[src/rtl/mc_ctl.sv]
// Multicycle MIPS32 main control sequencer: Moore FSM stepping each instruction through fetch/decode/execute/memory/writeback.
// Optional build macro MC_ADDI_EN adds the ADDI path (ADDIEX -> ADDIWB); without it opcode 001000 is illegal.
module mc_ctl #(
    parameter int STATE_W = 4
) (
    input  logic               clk,
    input  logic               rst,
    input  logic [5:0]         OpCode,
    input  logic               MemReady,
    output logic               PCWr,
    output logic               PCWrCond,
    output logic [1:0]         PCSrc,
    output logic               IorD,
    output logic               MemRd,
    output logic               MemWr,
    output logic               IRWr,
    output logic               RegDst,
    output logic               RegWr,
    output logic               MemtoReg,
    output logic               ALUSrcA,
    output logic [1:0]         ALUSrcB,
    output logic [1:0]         ALUOp,
    output logic               InstrDone,
    output logic               IllegalOp,
    output logic [STATE_W-1:0] State
);

    typedef enum logic [3:0] {
        S_FETCH  = 4'd0,
        S_DECODE = 4'd1,
        S_MEMADR = 4'd2,
        S_MEMRD  = 4'd3,
        S_MEMWB  = 4'd4,
        S_MEMWR  = 4'd5,
        S_EXEC   = 4'd6,
        S_RWB    = 4'd7,
        S_BRANCH = 4'd8,
        S_JUMP   = 4'd9,
        S_ADDIEX = 4'd10,
        S_ADDIWB = 4'd11
    } state_t;

    typedef struct packed {
        logic       pcwr;
        logic       pcwrcond;
        logic [1:0] pcsrc;
        logic       iord;
        logic       memrd;
        logic       memwr;
        logic       irwr;
        logic       regdst;
        logic       regwr;
        logic       memtoreg;
        logic       alusrca;
        logic [1:0] alusrcb;
        logic [1:0] aluop;
        logic       instrdone;
        logic       illegalop;
    } ctl_t;

    localparam logic [5:0] OP_RTYPE = 6'b000000;
    localparam logic [5:0] OP_LW    = 6'b100011;
    localparam logic [5:0] OP_SW    = 6'b101011;
    localparam logic [5:0] OP_BEQ   = 6'b000100;
    localparam logic [5:0] OP_J     = 6'b000010;
    localparam logic [5:0] OP_ADDI  = 6'b001000;

    state_t     state_q, state_d;
    logic [5:0] op_q, op_d;
    ctl_t       ctl, ctl_out;

    always_ff @(posedge clk or posedge rst) begin
        if (rst) begin
            state_q <= S_FETCH;
            op_q    <= 6'd0;
        end else begin
            state_q <= state_d;
            op_q    <= op_d;
        end
    end

    always_comb begin
        ctl     = '0;
        state_d = S_FETCH;
        op_d    = op_q;
        case (state_q)
            S_FETCH: begin
                ctl.memrd   = 1'b1;
                ctl.alusrcb = 2'b01;
                ctl.irwr    = MemReady;
                ctl.pcwr    = MemReady;
                state_d     = MemReady ? S_DECODE : S_FETCH;
            end
            S_DECODE: begin
                // ALU computes PC + (imm << 2) here so BRANCH can use ALUOut.
                ctl.alusrcb = 2'b11;
                op_d        = OpCode;
                case (OpCode)
                    OP_RTYPE:      state_d = S_EXEC;
                    OP_LW, OP_SW:  state_d = S_MEMADR;
                    OP_BEQ:        state_d = S_BRANCH;
                    OP_J:          state_d = S_JUMP;
`ifdef MC_ADDI_EN
                    OP_ADDI:       state_d = S_ADDIEX;
`endif
                    default: begin
                        ctl.illegalop = 1'b1;
                        state_d       = S_FETCH;
                    end
                endcase
            end
            S_MEMADR: begin
                ctl.alusrca = 1'b1;
                ctl.alusrcb = 2'b10;
                state_d     = (op_q == OP_LW) ? S_MEMRD : S_MEMWR;
            end
            S_MEMRD: begin
                ctl.memrd = 1'b1;
                ctl.iord  = 1'b1;
                state_d   = MemReady ? S_MEMWB : S_MEMRD;
            end
            S_MEMWB: begin
                ctl.regwr     = 1'b1;
                ctl.memtoreg  = 1'b1;
                ctl.instrdone = 1'b1;
            end
            S_MEMWR: begin
                ctl.memwr     = 1'b1;
                ctl.iord      = 1'b1;
                ctl.instrdone = MemReady;
                state_d       = MemReady ? S_FETCH : S_MEMWR;
            end
            S_EXEC: begin
                ctl.alusrca = 1'b1;
                ctl.aluop   = 2'b10;
                state_d     = S_RWB;
            end
            S_RWB: begin
                ctl.regwr     = 1'b1;
                ctl.regdst    = 1'b1;
                ctl.instrdone = 1'b1;
            end
            S_BRANCH: begin
                ctl.alusrca   = 1'b1;
                ctl.aluop     = 2'b01;
                ctl.pcwrcond  = 1'b1;
                ctl.pcsrc     = 2'b01;
                ctl.instrdone = 1'b1;
            end
            S_JUMP: begin
                ctl.pcwr      = 1'b1;
                ctl.pcsrc     = 2'b10;
                ctl.instrdone = 1'b1;
            end
`ifdef MC_ADDI_EN
            S_ADDIEX: begin
                ctl.alusrca = 1'b1;
                ctl.alusrcb = 2'b10;
                state_d     = S_ADDIWB;
            end
            S_ADDIWB: begin
                ctl.regwr     = 1'b1;
                ctl.instrdone = 1'b1;
            end
`endif
            default: state_d = S_FETCH;
        endcase
    end

    // Reset also masks the FETCH strobes, which would otherwise follow MemReady.
    assign ctl_out = rst ? '0 : ctl;

    assign PCWr      = ctl_out.pcwr;
    assign PCWrCond  = ctl_out.pcwrcond;
    assign PCSrc     = ctl_out.pcsrc;
    assign IorD      = ctl_out.iord;
    assign MemRd     = ctl_out.memrd;
    assign MemWr     = ctl_out.memwr;
    assign IRWr      = ctl_out.irwr;
    assign RegDst    = ctl_out.regdst;
    assign RegWr     = ctl_out.regwr;
    assign MemtoReg  = ctl_out.memtoreg;
    assign ALUSrcA   = ctl_out.alusrca;
    assign ALUSrcB   = ctl_out.alusrcb;
    assign ALUOp     = ctl_out.aluop;
    assign InstrDone = ctl_out.instrdone;
    assign IllegalOp = ctl_out.illegalop;
    assign State     = STATE_W'(state_q);

endmodule

[config.mk]
export PLATFORM = sky130hd
export DESIGN_NAME = mc_ctl
export DESIGN_NICKNAME = d
export VERILOG_FILES = /design/src/rtl/mc_ctl.sv
export SDC_FILE = /design/constraint.sdc
export NUM_CORES = 1
export LEC_CHECK = 0
export ABC_AREA = 1
export CORE_MARGIN = 2
export CORE_UTILIZATION = 44
export CTS_BUF_LIST = sky130_fd_sc_hd__clkbuf_8
export CTS_CLUSTER_SIZE = 28
export DETAILED_ROUTE_END_ITERATION = 7
export HOLD_SLACK_MARGIN = 0.06
export PLACE_DENSITY = 0.81
export SLEW_MARGIN = 30
export SYNTH_ARGS = -nofsm -noshare
export SYNTH_HDL_FRONTEND = slang
export SYNTH_SLANG_ARGS = --single-unit
export TNS_END_PERCENT = 30
[constraint.sdc]
create_clock -name clk -period 2.35 [get_ports clk]
set_input_delay 0.705 -clock clk [delete_from_list [all_inputs] [get_ports clk]]
set_output_delay 0.705 -clock clk [all_outputs]
set_load 0.005 [all_outputs]
* Word-level counts from Yosys, hierarchy flattened *
Cells that the tools add are included.

word-level totals
  output and inout port bits = 22
  flip-flop bits (word level) = 10
  word-level logic and storage cells = 48
  input bits = 9

operators by class
  eq/ne operators = 14
  reductions and logical operators = 9
  muxes and demuxes = 23

operators with widths
  operator              number
  $pmux W4 S6           1
  $eq A6 B6 Y1 const B  3
  $mux W18              1
  $eq A4 B3 Y1 const B  4
  $pmux W4 S4           1
  $mux W1               12
  $mux W3               3
  $eq A4 B2 Y1 const B  2
  $eq A4 B4 Y1 const B  2
  $pmux W2 S2           2
  $reduce_or A2 Y1      4
  $eq A6 B2 Y1 const B  1
  $eq A6 B3 Y1 const B  1
  $logic_not A6 Y1      1
  $pmux W2 S3           1
  $reduce_or A5 Y1      1
  $eq A4 B1 Y1 const B  1
  $logic_not A4 Y1      1
  $pmux W1 S2           2
  $reduce_or A4 Y1      1
  $reduce_or A3 Y1      1

* Logic depth before layout (Yosys ltp) *
Gate-level depths: netlist of the first run.

  depth after elaboration = 5
  depth in mapped cells = 7

* Worst setup path before layout of the first run *
Ideal clock, no wire load.

  path type = input port to output port
  from = in rst
  to = out IllegalOp
  cell stages on the path = 6
  slack = 0.093 ns
  data required time = 1.645 ns
  data arrival time = 1.552 ns
  cell sequence = buf_6 > inv_1 > nand2_1 > nor2_1 > nand3_1 > nor2_1

between the ends
  cells in the longest elaborated chain, start to end = 1

RTL lines
  what                line  RTL
  start: declaration  7     input logic rst,
  $mux W18            171   assign ctl_out = rst ? '0 : ctl;
  end: declaration    24    output logic IllegalOp,

No other way between the ends.

* Worst setup path after layout of the first run *
Ends and elaborated chain as after synthesis.

==> impl_metrics.tcl, run 1 <==
set metrics [dict create \
    status "finished with violations" \
    violations "setup timing" \
    antenna_found_initial 0 \
    grt_setup_unrepaired "yes" \
    areaGrowthSynthToFinish_pct 62.9 \
    die_width_um 45.7 \
    final_nets 179 \
    synthesis.nets 133 \
    detail_route.drc_violations 0 \
    cts_htree_levels 1 \
    postCtsSetupBuffers 0 \
    cellInternalPower_uw 427 \
    worstHoldPathCells 2 \
    grt_overflow 0 \
    clockBufferDepth 2 \
    avgSynthCellArea_um2 6.18 \
    post-route-util_pct 73.9 \
    leakage_nw 0.759 \
    drt-pass1-iter-count 4 \
    holdBufCountCts 0 \
    post-place-cells 182 \
    switching_share_pct 30.5 \
    rr_startpoint "State[1]$_DFF_PP0_" \
    yosys.cell_types.count 19 \
    hold-path-endpoint "op_q[4]$_DFFE_PP0P_" \
    layout-drive-gt1-share_pct 22.5 \
    yosysSeqAreaShare_pct 32.7 \
    vias_in_the_first_global_route 857 \
    hold_class "reg -> reg" \
    final_min_period_over_clock_period_pct 102 \
    wirelength_um 2240 \
    max_freq_mhz 419 \
    setup_viol 2 \
    post_synth_inst_count 124 \
    mappedNetlistArea_um2 766 \
    totalPowerFinal_uw 614 \
    setup_ws_ns -0.0367 \
    detail-route-antenna-nets 0 \
    regToRegEndpoint "State[2]$_DFF_PP0_" \
    cts_sinks 10 \
    ys_warn_count 0 \
    gpl.final_weighted_congestion 0.883 \
    worst_setup_path_start_kind "input port" \
    first_pass_grt_wire_length_um 3510 \
    global_route.usage.total_pct 23.4 \
    crit_path_max_fanout 4 \
    final.hold.worst_slack_ns 0.484 \
    combinational_fraction_of_design_power_pct 27.7 \
    die_height_um 45.7 \
    r2r.worst_path.cells 6 \
    power_density_nw_per_um2 492 \
    initial_utilization_pct 45.3 \
    grt_max_degree 11 \
    numPortBuffers 30 \
    timing.setup.critical_path_class "in -> out" \
    sequentialPowerShare_pct 37.9 \
    total_switching_power_uw 187 \
    data_arrival_at_the_endpoint_of_the_critical_path_ns 1.68 \
    worst_hold_startpoint "op_q[4]$_DFFE_PP0P_" \
    r2r_setup_slack_ns 1.04 \
    vdd_ir_drop_max_mv 0.402 \
    wl_per_cell_um 12.0 \
    worst_setup_path_startpoint "rst" \
    fp.coreArea_um2 1690 \
    avgViaCountPerCell 5.02 \
    floorplan.die_area_um2 2090 \
    timing.max_slew.rel_slack_pct 82.4 \
    clock_power_share_pct 34.4 \
    worstPathRequired_ns 1.64 \
    timing.clock.skew_ns 0.00297 \
    num_rows 15 \
    first_iter_violations 18 \
    place.detailed.hpwl_um 1700 \
    finalNonFillerCells 186 \
    num_io_pins 31 \
    timing_hold_violations_final 0 \
    tritoncts.num_buffers 3 \
    clock_tree_from_tritoncts "yes" \
    clkSlewWorstSetupHoldPaths_ns 0.05 \
    clk_latency_ns 0.23 \
    period_minus_slack_ns 2.39 \
    worst_slew_pin_tran_ns 0.264 \
    max_cap_violations 0 \
    final-max-slew-violation-count 0 \
    antennaDiodeCount 0 \
    library_cell_used_as_clock_root_buffer "sky130_fd_sc_hd__clkbuf_8" \
    critical_path.endpoint_type "output port" \
    num_vias 934 \
    synth.ff_latch_count 10 \
]
worst max-delay path by stage:
stage / to / slack, ns
after CTS: IllegalOp / -0.19
final: IllegalOp / -0.04
after global placement: IllegalOp / -0.49
after detailed placement: PCWr / -0.50
after global routing: IllegalOp / -0.13
after floorplan: IllegalOp / 0.09
flip-flops by register name (all words and copies together) (netlist names):
| register | count |
|---|---|
| State | 4 |
| op_q | 6 |
timing repair:
item | 4_1_cts | 5_1_grt
setup endpoints to repair | 18 | 9
pin swaps | 3 | 4
resized for setup | 31 | 18
cell families after synthesis:
group                  share of synthesized area, %
AND/OR/NAND/NOR                                50.5
buffers and inverters                          10.8
flip-flops                                     32.7
AO/OA/AOI/OAI                                  6.05
cells in the final DEF, fill, tap and decap left out, drive strengths merged, types with 4 or more instances in the layout:
master / synthesis / routed
a21oi: 4 / 4
clkdlybuf4s50: 0 / 4
dfrtp: 10 / 10
nor2: 30 / 30
buf: 3 / 14
o21ai: 4 / 4
dlymetal6s2s: 0 / 6
dlygate4sd2: 0 / 15
nand2: 39 / 39
clkbuf: 0 / 7
nand3: 11 / 11
inv: 14 / 14
routing by layer:
metal	share of wire [%]	track usage [%]
met5	0	0
met4	1.2	11.4
met3	6.7	2.78
met2	54	45.1
met1	38	24.4
worst max-delay path, stage by stage:
cell	delay [ns]
sky130_fd_sc_hd__dlygate4sd2_1	0.26
sky130_fd_sc_hd__inv_2	0.09
sky130_fd_sc_hd__nand2_1	0.07
sky130_fd_sc_hd__nor2_1	0.12
sky130_fd_sc_hd__nand3_1	0.10
sky130_fd_sc_hd__nor2_1	0.12
sky130_fd_sc_hd__clkdlybuf4s15_1	0.21
cell type report:
type | instances | area, um^2
clock buffers | 4 | 55.1
fillers | 150 | 442
inverters | 14 | 52.6
multi-input cells | 97 | 477
flip-flops and latches | 10 | 251
well taps | 17 | 21.3
repair buffers | 44 | 390
synth_stat cells:
cell                       number  area share, %
sky130_fd_sc_hd__nand2_1       38             19
sky130_fd_sc_hd__nor2_1        27             13
sky130_fd_sc_hd__inv_1         14            6.9
sky130_fd_sc_hd__nand3_1       11            7.2
sky130_fd_sc_hd__dfrtp_1       10             33
sky130_fd_sc_hd__a21oi_1        4            2.6
sky130_fd_sc_hd__o21ai_0        4            2.6
sky130_fd_sc_hd__buf_6          2            2.9
sky130_fd_sc_hd__nand4_1        2            1.6
sky130_fd_sc_hd__nor2_4         2            2.9
sky130_fd_sc_hd__nor3_1         2            1.3
sky130_fd_sc_hd__buf_4          1           0.98
sky130_fd_sc_hd__nand2_2        1           0.82
sky130_fd_sc_hd__nand2b_1       1           0.82
sky130_fd_sc_hd__nand3b_1       1           0.98
sky130_fd_sc_hd__nor2_2         1           0.82
sky130_fd_sc_hd__nor3_2         1            1.3
sky130_fd_sc_hd__o22ai_1        1           0.82
sky130_fd_sc_hd__or2_1          1           0.82
per-stage QoR:
step	setup WS [ns]	instance area, um^2	setup TNS, ns
4_1_cts	-0.186	1220	-0.429
5_1_grt	-0.133	1250	-0.253
3_3_place_gp	-0.489	1160	-6.60
2_1_floorplan	0.0934	766	0
3_5_place_dp	-0.504	1160	-7.04
6_report	-0.0367	1250	-0.0377
power by group through the flow:
stage	logic (mW)	clock network [mW]	registers, mW
floorplan	0.0945	0	0.225
global placement	0.167	0	0.230
detailed placement	0.170	0	0.231
CTS	0.168	0.214	0.231
global route	0.191	0.226	0.235
finish	0.170	0.211	0.233
No activity file was read; power rests on OpenSTA's default activity.
==> run 2: changes to the inputs <==
==> constraint.sdc (replaced) <==
create_clock -name clk -period 2.35 [get_ports clk]
set_input_delay 0.47 -clock clk [delete_from_list [all_inputs] [get_ports clk]]
set_output_delay 0.47 -clock clk [all_outputs]
set_load 0.005 [all_outputs]
==> run 2 against run 1 <==
Largest power group unchanged. Setup slack improved by 0.15 ns. Final cell count shrank 2.7%. Core utilization shrank 2.8 points. Sequential power about the same. Clock skew increased by 0.0027 ns. Sequential cell count unchanged. The run now ends clean. Non-clock buffer count shrank 5. Die area did not move. Cell area shrank 3.8%.
==> impl_metrics.tcl, run 2 (synthesis results as in run 1) <==
set metrics [dict create \
    grt_setup_unrepaired "no" \
    first_iter_violations 16 \
    totalPowerFinal_uw 607 \
    total_switching_power_uw 177 \
    critPathMostFrequentCell "sky130_fd_sc_hd__nand2_1" \
    vdd_ir_drop_max_mv 0.377 \
    r2r_setup_slack_ns 1.00 \
    period_minus_slack_ns 2.23 \
    place.detailed.hpwl_um 1660 \
    finalSetupTns_ns 0 \
    slowest_delay_ns 0.52 \
    worstSetupPathDepth 6 \
    status "completed" \
    fp.coreArea_um2 1690 \
    cellInternalPower_uw 430 \
    crit_buf_inv 2 \
    max_cap_violations 0 \
    clock_tree_from_tritoncts "yes" \
    timing.max_slew.rel_slack_pct 82.2 \
    final_nets 174 \
    tritoncts.num_buffers 3 \
    setup_viol 0 \
    slowest_stage "sky130_fd_sc_hd__clkdlybuf4s50_1" \
    initial_utilization_pct 45.3 \
    top_register "op_q" \
    leakage_nw 0.643 \
    hold_class "in -> async" \
    sequentialPowerShare_pct 37.8 \
    num_vias 903 \
    numPortBuffers 30 \
    clk_latency_ns 0.24 \
    final_min_period_over_clock_period_pct 95.0 \
    detail-route-antenna-nets 0 \
    die_width_um 45.7 \
    antenna_found_initial 0 \
    cts_htree_levels 1 \
    largest_reg_flops 6 \
    combinational_fraction_of_design_power_pct 27.2 \
    timing.setup.critical_path_class "in -> out" \
    post_dp_cell_area_um2 1120 \
    final_cell_area_um2 1200 \
    cts_sinks 10 \
    worst_slew_pin_tran_ns 0.266 \
    final-max-slew-violation-count 0 \
    critical_path.endpoint_type "output port" \
    clkSlewWorstSetupHoldPaths_ns 0.04 \
    clock_power_share_pct 35.0 \
    die_height_um 45.7 \
    crit_path_max_fanout 3 \
    wl_per_cell_um 11.0 \
    avgViaCountPerCell 4.99 \
    path_cells "clkdlybuf4s50_1, nand3_1, nand2_1, nand2_1, nand2_1, clkdlybuf4s50_1" \
    worst_setup_path_start_kind "input port" \
    antennaDiodeCount 0 \
    cp_top_family "buffers and inverters" \
    final_common_cell "sky130_fd_sc_hd__nand2_1" \
    final_cell_mix "sky130_fd_sc_hd__nand2_1 (38), sky130_fd_sc_hd__nor2_1 (26), sky130_fd_sc_hd__clkdlybuf4s50_1 (26)" \
    num-fill-cells 153 \
    timing.clock.skew_ns 0.00568 \
    num_rows 15 \
    grt_overflow 0 \
    r2r.worst_path.cells 6 \
    vias_in_the_first_global_route 803 \
    gpl.final_weighted_congestion 0.881 \
    grt_max_degree 11 \
    detail_route.drc_violations 0 \
    wirelength_um 2000 \
    global_route.usage.total_pct 21.4 \
    library_cell_used_as_clock_root_buffer "sky130_fd_sc_hd__clkbuf_8" \
    timing_hold_violations_final 0 \
    areaGrowthSynthToFinish_pct 56.7 \
    clockBufferDepth 2 \
    first_pass_grt_wire_length_um 3260 \
    num_io_pins 31 \
    max_freq_mhz 448 \
    switching_share_pct 29.2 \
    floorplan.die_area_um2 2090 \
    drt-pass1-iter-count 4 \
    power_density_nw_per_um2 506 \
    worstPathRequired_ns 1.88 \
    data_arrival_at_the_endpoint_of_the_critical_path_ns 1.76 \
    layout-drive-gt1-share_pct 12.8 \
]
run 2: repair_timing:
action                     in CTS  in global routing
buffers inserted                0                  1
setup endpoints to repair       4                  7
gates resized for setup         2                  7
pin swaps                       0                  1
hold buffers                    0                  0
run 2: area by class of cell:
cell class | instances | area, um^2 | area share, %
inverters | 14 | 52.6 | 4.38
flip-flops and latches | 10 | 251 | 21.0
repair buffers | 39 | 378 | 31.5
multi-input cells | 97 | 442 | 36.8
well taps | 17 | 21.3 | 1.77
clock buffers | 4 | 55.1 | 4.59
run 2: path summary, 6_finish.rpt:
check | start | endpoint
worst max-delay path | MemReady | InstrDone
worst min-delay path | rst | State[3]$_DFF_PP0_
max in group asynchronous | rst | State[1]$_DFF_PP0_
min in group clk | op_q[4]$_DFFE_PP0P_ | op_q[4]$_DFFE_PP0P_
worst max register to register | State[3]$_DFF_PP0_ | State[1]$_DFF_PP0_
worst min register to register | op_q[4]$_DFFE_PP0P_ | op_q[4]$_DFFE_PP0P_
run 2: per-stage QoR:
step           std cells  utilization (%)  hold WS, ns  setup WS [ns]
5_1_grt              181             71.0        0.320        0.00264
6_report             181             71.0        0.301          0.118
3_3_place_gp         176             66.1        0.465        -0.0246
3_5_place_dp         176             66.1        0.474        -0.0938
4_1_cts              180             69.3        0.488       -0.00917
2_1_floorplan        124                -        0.450          0.563
run 2: per-layer routing:
layer | GRT usage (%) | wire [um] | share of wire (%)
met5 | 0 | 0 | 0
met2 | 40.8 | 1040 | 52
met1 | 24.4 | 799 | 40
met3 | 2.38 | 123 | 6.2
met4 | 6.86 | 31 | 1.6
run 2: power groups by stage:
stage	clock [mW]	sequential (mW)	combinational, mW
3_3_place_gp	0	0.230	0.160
4_1_cts	0.217	0.229	0.163
5_1_grt	0.223	0.234	0.186
6_report	0.213	0.230	0.165
2_1_floorplan	0	0.225	0.0945
3_5_place_dp	0	0.232	0.163
run 2: tightest hold or removal path, cell delays in order:
cell and delay (ns):
sky130_fd_sc_hd__dlymetal6s2s_1 0.15, sky130_fd_sc_hd__inv_2 0.09, sky130_fd_sc_hd__buf_4 0.15
==> run 3: changes to the inputs <==
ABC_AREA = unset   (was 1)
CORE_UTILIZATION = 47   (was 44)
PLACE_DENSITY = 0.86   (was 0.81)
clock period = 2.7 ns   (was 2.35 ns; I/O delays follow)
==> run 3 against run 2 <==
Combinational power shrank 20%. Highest routed layer unchanged. Area after synthesis grew 0.65%. Setup slack lost 0.040 ns. Synthesized cell count shrank 28%. Cell area shrank 1.5%. Clock skew shrank 0.0043 ns.
==> impl_metrics.tcl, run 3 <==
set metrics [dict create \
    gpl.final_weighted_congestion 0.784 \
    cts_htree_levels 1 \
    final_min_period_over_clock_period_pct 97.1 \
    top_register "op_q" \
    cp_top_family "buffers and inverters" \
    synth.ff_latch_count 10 \
    status "completed" \
    max_freq_mhz 381 \
    vdd_ir_drop_max_mv 0.545 \
    post-route-util_pct 77.6 \
    ys_warn_count 0 \
    wl_per_cell_um 14.9 \
    clock_tree_from_tritoncts "yes" \
    areaGrowthSynthToFinish_pct 53.4 \
    final-max-slew-violation-count 0 \
    synth-edff-count 0 \
    tritoncts.num_buffers 3 \
    place.detailed.hpwl_um 1530 \
    slowest_stage "sky130_fd_sc_hd__clkdlybuf4s50_1" \
    synthesized_area_fraction_occupied_by_and_or_nand_nor_cells_pct 33.9 \
    avgViaCountPerCell 5.72 \
    slowest_delay_ns 0.53 \
    post-place-cells 135 \
    grt_overflow 0 \
    floorplan.die_area_um2 1980 \
    num_rows 14 \
    clkSlewWorstSetupHoldPaths_ns 0.05 \
    crit_buf_inv 3 \
    worstSetupPathDepth 6 \
    detail-route-antenna-nets 0 \
    die_height_um 44.5 \
    totalPowerFinal_uw 517 \
    detail_route.drc_violations 0 \
    antennaDiodeCount 0 \
    final.hold.worst_slack_ns 0.499 \
    synthTopCellsByCount "sky130_fd_sc_hd__nor2_1 (11), sky130_fd_sc_hd__dfrtp_1 (10), sky130_fd_sc_hd__nor3_1 (6)" \
    timing_hold_violations_final 0 \
    mappedNetlistArea_um2 771 \
    synth.top_cell.area_share_pct 32.5 \
    worstPathRequired_ns 2.16 \
    grt_setup_unrepaired "yes" \
    setup_ws_ns 0.0785 \
    antenna_found_initial 0 \
    xor_xnor_share_of_the_synthesized_area_pct 1.14 \
    numPortBuffers 30 \
    drt-pass1-iter-count 4 \
    library_cell_used_as_clock_root_buffer "sky130_fd_sc_hd__clkbuf_8" \
    global_route.usage.total_pct 23.1 \
    hold_class "reg -> reg" \
    synth.area.mux_share_pct 10.1 \
    avgSynthCellArea_um2 8.66 \
    finalNonFillerCells 139 \
    wirelength_um 2070 \
    worst_setup_path_start_kind "input port" \
    period_minus_slack_ns 2.62 \
    synth_top_flop_cell "sky130_fd_sc_hd__dfrtp_1" \
    setup_viol 0 \
    final_common_cell "sky130_fd_sc_hd__clkdlybuf4s50_1" \
    synth_compound_area_share_pct 14.8 \
    final_cell_mix "sky130_fd_sc_hd__clkdlybuf4s50_1 (28), sky130_fd_sc_hd__nor2_1 (11), sky130_fd_sc_hd__dfrtp_1 (10)" \
    holdBufCountCts 0 \
    placement.setup.worst_slack_ns -0.0629 \
    fp.coreArea_um2 1520 \
    initial_utilization_pct 50.6 \
    clockBufferDepth 2 \
    synth.top_cells.by_area "sky130_fd_sc_hd__dfrtp_1 (32%), sky130_fd_sc_hd__mux2_2 (5.8%), sky130_fd_sc_hd__nor2_1 (5.4%)" \
    worst_slew_pin_tran_ns 0.605 \
    clk_latency_ns 0.24 \
    power_density_nw_per_um2 437 \
    regToRegEndpoint "op_q[1]$_DFFE_PP0P_" \
    critical_path.endpoint_type "output port" \
    post_synth_inst_count 89 \
    r2r.worst_path.cells 3 \
    data_arrival_at_the_endpoint_of_the_critical_path_ns 2.08 \
    grt_max_degree 20 \
    first_iter_violations 10 \
    rr_startpoint "State[0]$_DFF_PP0_" \
    timing.setup.critical_path_class "in -> out" \
    synthMostInstantiatedCell "sky130_fd_sc_hd__nor2_1" \
    num_vias 795 \
    synth_async_sr_flop_share_pct 100 \
    synthesis.nets 98 \
    critPathMostFrequentCell "sky130_fd_sc_hd__clkdlybuf4s50_1" \
    layout-drive-gt1-share_pct 22.0 \
    final_nets 133 \
    yosys.area.top_type "sky130_fd_sc_hd__dfrtp_1" \
    leakage_nw 0.477 \
    num_io_pins 31 \
    worstHoldPathCells 1 \
    worst_hold_startpoint "op_q[4]$_DFFE_PP0P_" \
    timing.clock.skew_ns 0.00141 \
    vias_in_the_first_global_route 730 \
    num-fill-cells 103 \
    crit_path_max_fanout 5 \
    adder_and_majority_cell_fraction_of_the_synthesized_area_pct 0 \
    path_cells "clkdlybuf4s50_1, buf_4, nor2_1, nand2_2, nor3_1, clkdlybuf4s50_1" \
    yosysSeqAreaShare_pct 32.5 \
    yosys.cell_types.count 37 \
    synth_top_family_by_area "simple AND/OR/NAND/NOR gates" \
    largest_reg_flops 6 \
    hold-path-endpoint "op_q[4]$_DFFE_PP0P_" \
    die_width_um 44.5 \
    cts_sinks 10 \
    max_cap_violations 0 \
    first_pass_grt_wire_length_um 3360 \
    r2r_setup_slack_ns 1.00 \
    timing.max_slew.rel_slack_pct 59.7 \
]
-- run 3: cell count changes in the layout (fill, tap and decap cells not counted), sizes merged, moves of 5 or more --
cell	delta
nand2b	+5
nor2	-19
nand2	-34
inv	-12
mux2	+6
nand3	-10
-- run 3: logic make-up after synthesis --
kind of cell           after synthesis
multiplexers                         7
XOR/XNOR                             1
AND/OR/NAND/NOR                     43
AO/OA/AOI/OAI                       17
buffers and inverters               11
flip-flops                          10
-- run 3: worst max path at each step --
stage | start | end | slack (ns)
after CTS | rst | IllegalOp | -0.02
after detailed placement | rst | IllegalOp | -0.06
after global placement | rst | IllegalOp | -0.05
final | rst | MemtoReg | 0.08
after global routing | rst | MemtoReg | -0.02
after floorplan | rst | PCSrc[0] | 0.82
-- run 3: area by class of cell --
| type | instances | area (um^2) | share of cell area, % |
|---|---|---|---|
| clock buffer | 4 | 55.1 | 4.66 |
| timing repair buffer | 39 | 369 | 31.2 |
| sequential | 10 | 250 | 21.2 |
| inverter | 2 | 7.51 | 0.635 |
| tap | 16 | 20.0 | 1.69 |
| multi-input combinational | 68 | 480 | 40.6 |
-- run 3: layer usage --
layer,up-vias,track usage (%),wire length [um]
met5,-,0,0
met4,0,5.45,14
met3,3,3.67,83
met2,22,43.2,1150
met1,380,26.9,826
li1,390,-,-
-- run 3: where the power goes --
part           internal, mW  switching, mW
registers             0.174         0.0239
clock network         0.128         0.0594
logic                0.0756         0.0563
total                 0.378          0.140
-- run 3: repair_timing --
action,in CTS,in global routing
setup buffers,0,0
pin swaps,1,0
resized for setup,3,3
endpoints found under the setup margin,2,4
-- run 3: stage by stage --
step                cell area [um^2]  TNS [ns]
detailed placement              1110   -0.0753
global placement                1110   -0.0488
CTS                             1170   -0.0216
finish                          1180         0
floorplan                        771         0
global route                    1180   -0.0200
